==> config.mk <==
export PLATFORM = sky130hd
export DESIGN_NAME = fib_bin2bcd_flat
export DESIGN_NICKNAME = d
export VERILOG_FILES = /design/src/rtl/fib_bin2bcd_if.sv /design/src/rtl/fib_bin2bcd.sv /design/src/flat_wrapper.sv
export SDC_FILE = /design/constraint.sdc
export NUM_CORES = 1
export LEC_CHECK = 0
export ABC_CLOCK_PERIOD_IN_PS = 1540
export BUFFER_PORTS_ARGS = -buffer_cell sky130_fd_sc_hd__buf_2
export CAP_MARGIN = 20
export CELL_PAD_IN_SITES_DETAIL_PLACEMENT = 0
export CELL_PAD_IN_SITES_GLOBAL_PLACEMENT = 2
export CORE_MARGIN = 10
export CORE_UTILIZATION = 31
export DETAILED_ROUTE_END_ITERATION = 10
export GPL_TIMING_DRIVEN = 0
export PLACE_DENSITY = 0.73
export SKIP_CTS_REPAIR_TIMING = 1
export SLEW_MARGIN = 20
export SYNTH_ARGS = -nofsm -noshare
export SYNTH_HDL_FRONTEND = slang
export SYNTH_SLANG_ARGS = --single-unit
==> constraint.sdc <==
create_clock -name clk -period 1.54 [get_ports clk]
set_input_delay 0.385 -clock clk [delete_from_list [all_inputs] [get_ports clk]]
set_output_delay 0.385 -clock clk [all_outputs]
set_load 0.02 [all_outputs]
==> src/rtl/fib_bin2bcd_if.sv <==
// Handshake bundle between a producer (e.g. the fib engine or a bench) and
// the binary-to-BCD converter: start/bin in, ready/done_tick/bcd out.
interface fib_bin2bcd_if #(
  parameter int W  = 20,
  parameter int ND = 7
);
  logic            start;
  logic [W-1:0]    bin;
  logic            ready;
  logic            done_tick;
  logic [4*ND-1:0] bcd;

  // Producer side: requests conversions and consumes the BCD result.
  modport master (
    output start,
    output bin,
    input  ready,
    input  done_tick,
    input  bcd
  );

  // Converter side.
  modport slave (
    input  start,
    input  bin,
    output ready,
    output done_tick,
    output bcd
  );
endinterface

==> src/rtl/fib_bin2bcd.sv <==
// Sequential binary-to-BCD converter using shift-and-add-3, one input bit
// per clock. Accepts a value on start while idle, publishes the packed BCD
// result together with a one-cycle done_tick after W shift cycles.
module fib_bin2bcd #(
  parameter int W  = 20,
  parameter int ND = 7
) (
  input  logic        clk,
  input  logic        reset,
  fib_bin2bcd_if.slave bus
);

  localparam int CW = $clog2(W + 1);

  // ND digits must be able to hold the largest W-bit value.
  localparam logic [63:0] DEC_RANGE = 64'd10 ** ND;
  localparam logic [63:0] BIN_RANGE = 64'd1 << W;

  generate
    if (DEC_RANGE <= BIN_RANGE) begin : g_bad_nd
      $fatal(1, "fib_bin2bcd: ND too small for W (need 10**ND > 2**W)");
    end
  endgenerate

  typedef enum logic [1:0] {
    IDLE = 2'd0,
    OP   = 2'd1,
    DONE = 2'd2
  } state_t;

  state_t          state_reg, state_next;
  logic [CW-1:0]   count_reg, count_next;
  logic [W-1:0]    shreg_reg, shreg_next;
  logic [4*ND-1:0] digits_reg, digits_next;
  logic [4*ND-1:0] bcd_reg, bcd_next;

  logic [4*ND-1:0] digits_adj;
  logic [4*ND-1:0] digits_shifted;

  // Add-3 correction: any working digit >= 5 would exceed 9 after doubling.
  genvar gi;
  generate
    for (gi = 0; gi < ND; gi++) begin : g_adj
      assign digits_adj[4*gi +: 4] = (digits_reg[4*gi +: 4] >= 4'd5)
                                   ? digits_reg[4*gi +: 4] + 4'd3
                                   : digits_reg[4*gi +: 4];
    end
  endgenerate

  // Corrected digits shifted left one bit, taking in the next binary MSB.
  assign digits_shifted = {digits_adj[4*ND-2:0], shreg_reg[W-1]};

  // State and datapath registers; reset aborts any conversion in flight.
  always_ff @(posedge clk) begin
    if (!reset) begin
      state_reg  <= IDLE;
      count_reg  <= '0;
      shreg_reg  <= '0;
      digits_reg <= '0;
      bcd_reg    <= '0;
    end else begin
      state_reg  <= state_next;
      count_reg  <= count_next;
      shreg_reg  <= shreg_next;
      digits_reg <= digits_next;
      bcd_reg    <= bcd_next;
    end
  end

  // Next-state and datapath control.
  always_comb begin
    state_next  = state_reg;
    count_next  = count_reg;
    shreg_next  = shreg_reg;
    digits_next = digits_reg;
    bcd_next    = bcd_reg;
    case (state_reg)
      IDLE: begin
        if (bus.start) begin
          shreg_next  = bus.bin;
          digits_next = '0;
          count_next  = CW'(W);
          state_next  = OP;
        end
      end
      OP: begin
        digits_next = digits_shifted;
        shreg_next  = {shreg_reg[W-2:0], 1'b0};
        count_next  = count_reg - 1'b1;
        // The last shift lands directly in the output register.
        if (count_reg == CW'(1)) begin
          bcd_next   = digits_shifted;
          state_next = DONE;
        end
      end
      DONE: begin
        state_next = IDLE;
      end
      default: begin
        state_next = IDLE;
      end
    endcase
  end

  assign bus.ready     = (state_reg == IDLE);
  assign bus.done_tick = (state_reg == DONE);
  assign bus.bcd       = bcd_reg;

endmodule

==> src/flat_wrapper.sv <==
// flat-port wrapper written by rule: the top's interface ports become plain ports
module fib_bin2bcd_flat 
#(
  parameter int W  = 20,
  parameter int ND = 7
)
  (clk, reset, bus_start, bus_bin, bus_ready, bus_done_tick, bus_bcd);
  fib_bin2bcd_if #(.W(W), .ND(ND)) bus_i ();
  input  logic clk;
  input  logic reset;
  input wire logic [$bits(bus_i.start)-1:0] bus_start;
  input wire logic [$bits(bus_i.bin)-1:0] bus_bin;
  output wire logic [$bits(bus_i.ready)-1:0] bus_ready;
  output wire logic [$bits(bus_i.done_tick)-1:0] bus_done_tick;
  output wire logic [$bits(bus_i.bcd)-1:0] bus_bcd;
  assign bus_i.start = bus_start;
  assign bus_i.bin = bus_bin;
  assign bus_ready = bus_i.ready;
  assign bus_done_tick = bus_i.done_tick;
  assign bus_bcd = bus_i.bcd;
  fib_bin2bcd #(.W(W), .ND(ND)) u_core (.clk(clk), .reset(reset), .bus(bus_i));
endmodule
==> results of run 1 <==
[routing by layer]
metal	track usage	vias to the layer above
met2	0.204	45
met5	0	-
li1	-	1824
met4	0.0605	0
met1	0.175	1707
met3	0.0225	11
[kinds of logic (layout without fill, tap and decap cells)]
logic type,count (synthesis),count (layout),synth area share
AND/OR/NAND/NOR,175,175,0.204
buffers and inverters,51,138,0.0607
XOR/XNOR,9,9,0.0201
multiplexers,8,8,0.0227
adder cells (fa/ha/maj),16,16,0.0511
flip-flops,83,83,0.424
AO/OA/AOI/OAI,137,137,0.217
[where the power goes]
group	internal [W]	switching, W
sequential	0.00224	0.0000773
combinational	0.000275	0.000353
clock	0.00126	0.000947
[worst max-delay path: stages, from the launching register on]
cell and delay [ns]:
dfxtp_4 0.38, clkinvlp_4 0.13, buf_4 0.20, nor2_4 0.09, buf_6 0.12
[placed cells by master, fill, tap and decap left out, types with 4 or more instances in the layout]
cell	n
a21boi_0	9
a21oi_1	37
a21oi_2	7
buf_12	5
buf_2	53
buf_4	18
buf_6	7
clkbuf_1	8
clkbuf_16	11
clkbuf_2	10
clkinvlp_4	4
dfxtp_1	74
dfxtp_2	8
ha_1	8
ha_4	6
inv_1	8
inv_2	10
mux2_4	6
nand2_1	49
nand2b_1	5
nand3_1	9
nor2_1	71
nor3_1	7
nor3b_1	13
o211a_1	7
o21ai_0	28
o21ai_1	5
o21ai_2	6
o221ai_1	17
o22ai_2	12
xnor2_1	5
[metrics by stage]
step                cell area [sq um]  power [W]
floorplan                        3920    0.00269
global placement                 4390    0.00287
detailed placement               4390    0.00287
CTS                              4680    0.00509
global route                     5300    0.00536
finish                           5300    0.00514
[cell type report]
cell class | count | area [sq um] | area share
Buffer | 31 | 259 | 0.0489
Clock buffer | 10 | 229 | 0.0432
Clock inverter | 6 | 66.3 | 0.0125
Inverter | 19 | 75.1 | 0.0142
Multi-Input combinational cell | 345 | 2320 | 0.439
Sequential cell | 83 | 1680 | 0.316
Tap cell | 168 | 210 | 0.0397
Timing Repair Buffer | 72 | 462 | 0.0871
[worst max path at each step]
stage,endpoint,slack [ns],start
detailed placement,bus_done_tick,-0.33,u_core.state_reg[0]
finish,bus_done_tick,-0.11,u_core.state_reg[1]
floorplan,bus_done_tick,0.04,u_core.state_reg[0]
global route,bus_done_tick,-0.14,u_core.state_reg[1]
global placement,bus_done_tick,-0.33,u_core.state_reg[0]
CTS,bus_done_tick,-0.71,u_core.state_reg[0]
==> key figures, run 1 <==
Run status
  • Status: complete, but fails checks
  • Violated checks: negative setup slack

Global routing
  • Global-route wire length before repair: 18.7 mm
  • Pin count of the biggest net entering global routing: 15
  • GRT Overall Usage: 0.132
  • Initial antenna violation count: 0
  • Total gr overflow: 0
  • Vias in the first global route: 3,461

Setup path
  • Kind of critical path: flip-flop to output port
  • Crit-path max FO: 10
  • RR Endpoint: u_core.bus.bcd[21]
  • R2R Setup Slk: -0.07 ns
  • WP data required: 1.15 ns
  • Crit path launch type: flip-flop
  • Reg2reg start: u_core.state_reg[0]
  • Cell count of the worst reg-to-reg path: 9
  • Setup crit end kind: output port
  • Worst Path Arrival: 1.26 ns

STA
  • Unrepaired setup endpoints after global routing: yes
  • Max Freq: 0.606 GHz
  • Final worst path period share: 1.07
  • Fin. Hold Viols: 0
  • Slew HR: 0.492
  • Worst setup margin: -0.109 ns
  • Final setup vio count: 29
  • Final hold slack: 0.337 ns
  • Final worst path period need: 1.65 ns
  • Worst Skew: 0.00820 ns
  • Actual slew at the worst max-slew pin: 0.762 ns
  • Setup TNS: -1.28 ns
  • Fin. max-slew vios: 0

Floorplan
  • Core ar.: 12,200 sq um
  • Initial Util: 0.321
  • Die Area: 17,500 sq um
  • Die height: 132 um
  • Ports: 53
  • Die width: 132 um
  • Row cnt: 40

Synth
  • Async set-reset flop share out of synthesis: 0
  • Synth cell types: 39
  • Syn Nets: 518
  • Post-Syn Area: 3920 sq um
  • Post-Syn Instances: 479
  • Synth cell count leaders: dfxtp_1, nor2_1, nand2_1, a21oi_1, o21ai_0
  • Most numerous cell in the Yosys netlist: dfxtp_1
  • Top FF cell, synth: dfxtp_1
  • Synth area leader: dfxtp_1
  • Synthesized area per cell: 8.18 sq um
  • EDFF count, synth: 0
  • Synth top area cells: dfxtp_1, nor2_1, a21oi_1, ha_1, o21ai_0
  • YS warnings: 0
  • Seq/Total Area, Yosys: 0.424
  • #FFs+latches synth: 83
  • Yosys top cell area share: 0.424

Detailed routing
  • Post-Route WL: 12.1 mm
  • TritonRoute pass-1 iters: 4
  • Length of routed met3 wiring: 353 um
  • DRC viols: 0
  • Iter 0 DRT Violations: 147
  • ANT nets after route: 0
  • Top routing layer in use: met4
  • Met2 WL: 5.60 mm
  • WL/cell: 16.5 um
  • Vias per cell: 4.89
  • Vias: 3,587
  • WL met1: 5.96 mm

Cells and area
  • Syn-to-layout area delta: 35.4%
  • Fill cell count: 1,289
  • Ant. Diodes: 0
  • Layout cell share with drive strength beyond 1: 0.330
  • Layout Cells excl Fill: 734
  • Final nets: 600
  • Util after Layout: 0.434

CTS
  • Worst-Skew Late Latency: 0.35 ns
  • Root Buffer: clkbuf_16
  • Clock Sinks: 83
  • Number of H-tree levels: 3
  • Clock Pin Slew Worst Setup and Hold Paths: 0.07 ns
  • Clock Path Buffers: 2
  • CTS tree: built
  • CTS Buf Count: 9

Power
  • Leakage: 2.16 nW
  • Max VDD drop: 0.453 mV
  • Pwr Density: 970 nW/um^2

Min path
  • Min-Delay Path Class: primary input to flip-flop
  • Hold path startpoint: bus_bin[0]
  • Worst Hold Path Cells: 3
  • Hold Path Sink: u_core.shreg_reg[0]

Placed design
  • Detailed placement HPWL: 7.94 mm
  • PortBufs: 52
  • Cells after DPL: 699
  • RD Place Congestion: 0.776
  • Setup WS pre-CTS: -0.329 ns

Flow run
  • MaxCap Viol Count: 0
No activity file was read; power rests on OpenSTA's default activity.
==> inputs of run 2 (changes only) <==
Settings changed: ABC_AREA from default to 1, CORE_UTILIZATION 31 to 29.
==> run 2 against run 1 <==
Against the previous run: the run now ends clean; cell area decreased by 9.3%; sequential cell count unchanged; clock skew decreased by 0.0027 ns; register-to-register slack improved by 0.19 ns; core utilization decreased by 7.2 points; via count increased by 4.6%; critical path depth increased by 4; area after synthesis increased by 1.0%; largest power group unchanged.
==> key figures, run 2 <==
Setup path
  • Crit path launch type: flip-flop
  • Crit-path max FO: 5 (-5)
  • Kind of critical path: flip-flop to flip-flop
  • Setup crit end kind: flip-flop
  • Worst path max stage delay: 0.39 ns (about the same)
  • Slowest cell on crit path: dfxtp_1
  • Worst-path cell chain: inv_1, ha_1, inv_1, nand2_1, nand3_2, nand2_1, a21oi_2, nor2_1
  • WP data required: 1.78 ns (+0.63 ns)
  • Worst Path Arrival: 1.66 ns (+0.40 ns)

Floorplan
  • Die width: 137 um (+3.3%)
  • Ports: 53 (unchanged)
  • Core ar.: 13,300 sq um (+8.9%)
  • Die Area: 18,700 sq um (+6.8%)
  • Initial Util: 0.298 (-0.0231)
  • Row cnt: 42 (+5.0%)
  • Die height: 137 um (+3.3%)

Detailed routing
  • WL/cell: 14.1 um (-15%)
  • ANT nets after route: 0 (unchanged)
  • Vias: 3,751 (+4.6%)
  • Post-Route WL: 11.6 mm (-4.7%)
  • Iter 0 DRT Violations: 246 (+67%)
  • TritonRoute pass-1 iters: 4 (unchanged)
  • DRC viols: 0 (unchanged)
  • Vias per cell: 4.57 (-6.5%)

Synth
  • EDFF count, synth: 0 (unchanged)
  • Syn Nets: 615 (+19%)
  • Combinational family with the most area after synthesis: simple AND/OR/NAND/NOR gates
  • Post-Synth Simple-Gate Area: 0.294 (+0.0893)
  • #FFs+latches synth: 83 (unchanged)
  • Synthesized area per cell: 6.87 sq um (-16%)
  • YS warnings: 0 (unchanged)
  • Post-Syn Instances: 576 (+20%)
  • Synth area leader: dfxtp_1
  • Post-Syn Area: 3960 sq um (+1.0%)
  • Synth cell types: 28 (-28%)
  • Synth top area cells: dfxtp_1, nand2_1, a21oi_1, inv_1, nand3_1
  • Compound-Gate Fraction of Synth Area: 0.137 (-0.0794)
  • Yosys top cell area share: 0.420 (-0.00429)
  • Synth cell count leaders: nand2_1, dfxtp_1, inv_1, a21oi_1, nand3_1
  • Async set-reset flop share out of synthesis: 0 (unchanged)
  • Synth Area in XOR/XNOR: 0 (-0.0201)
  • Mux cell area share after synthesis: 0.00253 (-0.0202)
  • Top FF cell, synth: dfxtp_1
  • Most numerous cell in the Yosys netlist: nand2_1
  • Post-synthesis adder-cell area fraction: 0.0506 (-0.000517)
  • Seq/Total Area, Yosys: 0.420 (-0.00429)

Power
  • Leakage: 2.22 nW (+2.6%)
  • Max VDD drop: 0.387 mV (-15%)
  • Pwr Density: 1020 nW/um^2 (+5.5%)

STA
  • Max Freq: 0.702 GHz (+16%)
  • Fin. max-slew vios: 0 (unchanged)
  • Final setup vio count: 0 (-100%)
  • Fin. Hold Viols: 0 (unchanged)
  • Worst Skew: 0.00549 ns (-0.00271 ns)
  • Final worst path period share: 0.925 (-0.146)
  • Setup TNS: 0 ns (+1.28 ns)
  • Final worst path period need: 1.42 ns (-0.225 ns)
  • Final hold slack: 0.303 ns (-0.0341 ns)
  • Slew HR: 0.477 (-0.0154)
  • Actual slew at the worst max-slew pin: 0.785 ns (+0.0231 ns)

Global routing
  • Global-route wire length before repair: 18.8 mm (+0.93%)
  • Vias in the first global route: 3,584 (+3.6%)
  • Initial antenna violation count: 0 (unchanged)
  • GRT Overall Usage: 0.130 (-0.00242)
  • Pin count of the biggest net entering global routing: 13 (-2)
  • Total gr overflow: 0 (unchanged)

Min path
  • Min-Delay Path Class: primary input to flip-flop

Cells and area
  • Commonest non-fill, non-tap cell in the layout: nand2_1
  • Final nets: 679 (+13%)
  • Layout cell share with drive strength beyond 1: 0.160 (-0.171)
  • Most frequent cells in the layout: nand2_1, dfxtp_1, inv_1
  • Ant. Diodes: 0 (unchanged)
  • Util after Layout: 0.362 (-0.0723)
  • Syn-to-layout area delta: 21.6%

CTS
  • Number of H-tree levels: 3 (unchanged)
  • Clock Pin Slew Worst Setup and Hold Paths: 0.06 ns (about the same)
  • Root Buffer: clkbuf_16
  • CTS tree: built
  • CTS Buf Count: 9 (unchanged)
  • Clock Path Buffers: 2 (unchanged)
  • Clock Sinks: 83 (unchanged)
  • Worst-Skew Late Latency: 0.34 ns (about the same)

Placed design
  • PortBufs: 52 (unchanged)
  • RD Place Congestion: 0.816 (+5.2%)
  • Detailed placement HPWL: 8.18 mm (+3.0%)

Run status
  • Status: complete, no violations

Flow run
  • MaxCap Viol Count: 0 (unchanged)
-- run 2: cell count changes after synthesis, moves of 13 or more --
| cell | before | now |
|---|---|---|
| nand2_1 | 51 | 187 |
| nor3b_1 | 13 | 0 |
| o221ai_1 | 17 | 0 |
| inv_1 | 18 | 62 |
| nor2_1 | 73 | 34 |
| o22ai_1 | 15 | 1 |
| nand3_1 | 10 | 43 |
-- run 2: worst paths after layout --
| kind | startpoint | to | slack [ns] | cells after the start |
|---|---|---|---|---|
| worst min register to register | u_core.bus.bcd[27] | u_core.bus.bcd[27] | 0.46 | 2 |
| worst min-delay path | bus_bin[0] | u_core.shreg_reg[0] | 0.30 | 3 |
| worst max register to register | u_core.digits_reg[16] | u_core.bus.bcd[18] | 0.12 | 8 |
| worst max-delay path | u_core.digits_reg[16] | u_core.bus.bcd[18] | 0.12 | 8 |
-- run 2: area by class of cell --
type	count	area, sq um
multi-input cells	402	1960
well taps	176	220
fillers	1441	8480
clock inverters	2	35.0
repair buffers	53	268
inverters	66	253
flip-flops and latches	83	1670
clock buffers	14	254
plain buffers	25	151
-- run 2: kinds of logic (layout without fill, tap and decap cells) --
group | after synthesis | count (layout)
muxes | 1 | 1
and+or+nand+nor | 281 | 281
adders and majority gates | 16 | 16
buffers and inverters | 91 | 160
DFF | 83 | 83
AOI/OAI and AO/OA | 104 | 104
-- run 2: routing by layer --
layer | vias up | GRT usage | wire length (um)
met1 | 1681 | 0.163 | 5560
li1 | 1989 | - | -
met4 | 0 | 0.0422 | 155
met2 | 68 | 0.207 | 5170
met5 | - | 0 | 0
met3 | 13 | 0.0400 | 666
-- run 2: power by group --
group          total [W]  leakage [nW]  internal [W]  switching [W]
clock network    0.00217         0.141       0.00130       0.000868
registers        0.00227         0.676       0.00222      0.0000449
logic           0.000488          1.40      0.000163       0.000324
-- run 2: through the flow --
| step | instances | power, W | setup slack [ns] | cell area [sq um] |
|---|---|---|---|---|
| finish | 821 | 0.00493 | 0.116 | 4810 |
| global route | 821 | 0.00517 | -0.0151 | 4810 |
| CTS | 820 | 0.00500 | -0.172 | 4730 |
| detailed placement | 804 | 0.00280 | -0.144 | 4440 |
| global placement | 804 | 0.00280 | -0.0876 | 4440 |
| floorplan | 576 | 0.00262 | 0.243 | 3960 |
-- run 2: critical path, delay by kind of cell, from the launching register on --
family | cells | cell delay [ns]
buffers and inverters | 2 | 0.15
adders and majority gates | 1 | 0.22
and+or+nand+nor | 4 | 0.40
DFF | 1 | 0.39
AOI/OAI and AO/OA | 1 | 0.15
==> inputs of run 3 (changes only) <==
Settings changed: CORE_ASPECT_RATIO from default to 0.6.
==> run 3 against run 2 <==
Against the previous run: via count is 1.1% higher; register-to-register slack worse by 0.04 ns; worst hold slack better by 0.0090 ns; cell area is 0.75% lower; final cell count is 0.97% lower; routed wire length is 6.1% higher; global-route usage hardly changed; sequential share of layout area is 0.32 points higher; non-clock buffer count is 1 lower; total power is 1.5% lower; core utilization is 0.28 points higher.
==> key figures, run 3 (same netlist as run 2, synthesis figures left out) <==
Run status
  • Status: complete, no violations

Power
  • Pwr Density: 1020 nW/um^2 (-0.78%)
  • Leakage: 2.22 nW (about the same)
  • Max VDD drop: 0.464 mV (+20%)

Cells and area
  • Ant. Diodes: 0 (unchanged)
  • Final Instance Area: 4770 sq um (-0.75%)
  • Seq. cell area: 1670 sq um (+0.15%)
  • Commonest non-fill, non-tap cell in the layout: nand2_1
  • Syn-to-layout area delta: 20.7%
  • Most frequent cells in the layout: nand2_1, dfxtp_1, inv_1
  • Fill cell count: 1,430 (-0.76%)
  • Multi-input logic area: 1950 sq um (-0.38%)
  • Final nets: 678 (-0.15%)
  • Util after Layout: 0.365 (+0.00283)
  • Layout cell share with drive strength beyond 1: 0.163 (+0.00361)

Global routing
  • Total gr overflow: 0 (unchanged)
  • Vias in the first global route: 3,564 (-0.56%)
  • GRT Overall Usage: 0.130 (-0.000149)
  • Pin count of the biggest net entering global routing: 13 (unchanged)
  • Global-route wire length before repair: 19.6 mm (+3.9%)
  • Initial antenna violation count: 0 (unchanged)

STA
  • Final worst path period share: 0.948 (+0.0233)
  • Max Freq: 0.685 GHz (-2.5%)
  • Final setup vio count: 0 (unchanged)
  • Unrepaired setup endpoints after global routing: yes
  • Worst Skew: 0.00542 ns (-0.0000695 ns)
  • Slew HR: 0.548 (+0.0710)
  • Worst setup margin: 0.0804 ns (-0.0358 ns)
  • Final worst path period need: 1.46 ns (+0.0358 ns)
  • Setup TNS: 0 ns (unchanged)
  • Actual slew at the worst max-slew pin: 0.678 ns (-0.107 ns)
  • Fin. Hold Viols: 0 (unchanged)
  • Fin. max-slew vios: 0 (unchanged)

Floorplan
  • Die Area: 18,900 sq um (+0.82%)
  • Die width: 171 um (+25%)
  • Core ar.: 13,100 sq um (-1.5%)
  • Row cnt: 32 (-24%)
  • Ports: 53 (unchanged)
  • Initial Util: 0.302 (+0.00461)
  • Die height: 110 um (-19%)

Detailed routing
  • WL/cell: 15.1 um (+7.2%)
  • Vias per cell: 4.66 (+2.1%)
  • TritonRoute pass-1 iters: 4 (unchanged)
  • Iter 0 DRT Violations: 224 (-8.9%)
  • ANT nets after route: 0 (unchanged)
  • Vias: 3,792 (+1.1%)
  • DRC viols: 0 (unchanged)
  • Post-Route WL: 12.3 mm (+6.1%)

Setup path
  • WP data required: 1.77 ns (about the same)
  • Crit path launch type: flip-flop
  • Cell count of the worst reg-to-reg path: 6 (-2)
  • Setup crit end kind: flip-flop
  • Reg2reg start: u_core.count_reg[0]
  • Crit-path max FO: 10 (+5)
  • Worst Path Arrival: 1.69 ns (+0.03 ns)
  • CP endpoint: u_core.bus.bcd[25]
  • CP startpoint: u_core.count_reg[0]
  • Kind of critical path: flip-flop to flip-flop
  • RR Endpoint: u_core.bus.bcd[25]
  • R2R Setup Slk: 0.08 ns (-0.04 ns)

CTS
  • Clock Path Buffers: 2 (unchanged)
  • Clock Pin Slew Worst Setup and Hold Paths: 0.06 ns (about the same)
  • Clock Sinks: 83 (unchanged)
  • Worst-Skew Late Latency: 0.33 ns (about the same)
  • Root Buffer: clkbuf_16
  • CTS Buf Count: 9 (unchanged)
  • CTS tree: built
  • Number of H-tree levels: 3 (unchanged)

Placed design
  • Detailed placement HPWL: 9.10 mm (+11%)
  • Post-DP Area: 4430 sq um (-0.17%)
  • PortBufs: 52 (unchanged)
  • Setup WS pre-CTS: -0.146 ns (-0.00178 ns)
  • RD Place Congestion: 0.884 (+8.3%)

Flow run
  • MaxCap Viol Count: 0 (unchanged)

Min path
  • Min-Delay Path Class: primary input to flip-flop
==> run 3: cell types whose count changed in the layout (fill, tap and decap cells not counted), sizes merged <==
cell    previous run  this run
clkinv             3         4
clkbuf            27        24
==> run 3: report_power, final <==
part	leakage [nW]	switching [W]	internal (W)
clock network	0.136	0.000844	0.00124
registers	0.677	0.0000489	0.00222
logic	1.40	0.000330	0.000160
total	2.22	0.00122	0.00363
==> run 3: area by class of cell <==
type | instances | area share
inverter | 66 | 0.0529
timing repair buffer | 52 | 0.0545
multi-input combinational | 402 | 0.409
sequential | 83 | 0.350
buffer | 25 | 0.0309
tap | 170 | 0.0445
clock inverter | 3 | 0.00839
clock buffer | 12 | 0.0495
==> run 3: how the worst min path moves through the flow <==
stage                                endpoint  cells after the start  slack (ns)                start
after CTS                 u_core.shreg_reg[0]                      3        0.30           bus_bin[0]
after detailed placement  u_core.shreg_reg[0]                      2        0.46  u_core.shreg_reg[0]
after global routing      u_core.shreg_reg[0]                      3        0.32           bus_bin[0]
after global placement    u_core.shreg_reg[0]                      2        0.45  u_core.shreg_reg[0]
after floorplan           u_core.shreg_reg[0]                      2        0.44  u_core.shreg_reg[0]
final                     u_core.shreg_reg[0]                      3        0.31           bus_bin[0]
==> run 3: routing by layer <==
metal | share of wire | global-route usage | vias to the layer above
li1 | - | - | 1993
met1 | 0.55 | 0.196 | 1737
met2 | 0.40 | 0.177 | 50
met3 | 0.038 | 0.0302 | 12
met4 | 0.0090 | 0.0301 | 0
met5 | 0 | 0 | -
==> run 3: stage by stage <==
step / power, W / hold WS (ns) / instances
2_1_floorplan: 0.00262 / 0.439 / 576
3_3_place_gp: 0.00281 / 0.447 / 798
3_5_place_dp: 0.00281 / 0.455 / 798
4_1_cts: 0.00492 / 0.297 / 813
5_1_grt: 0.00507 / 0.316 / 813
6_report: 0.00485 / 0.311 / 813
==> run 3: critical path, stage by stage, from the launching register on <==
cell     delay, ns
dfxtp_1       0.39
ha_1          0.21
nand4_2       0.18
buf_6         0.20
buf_6         0.16
nor2_1        0.15
nor2_1        0.06
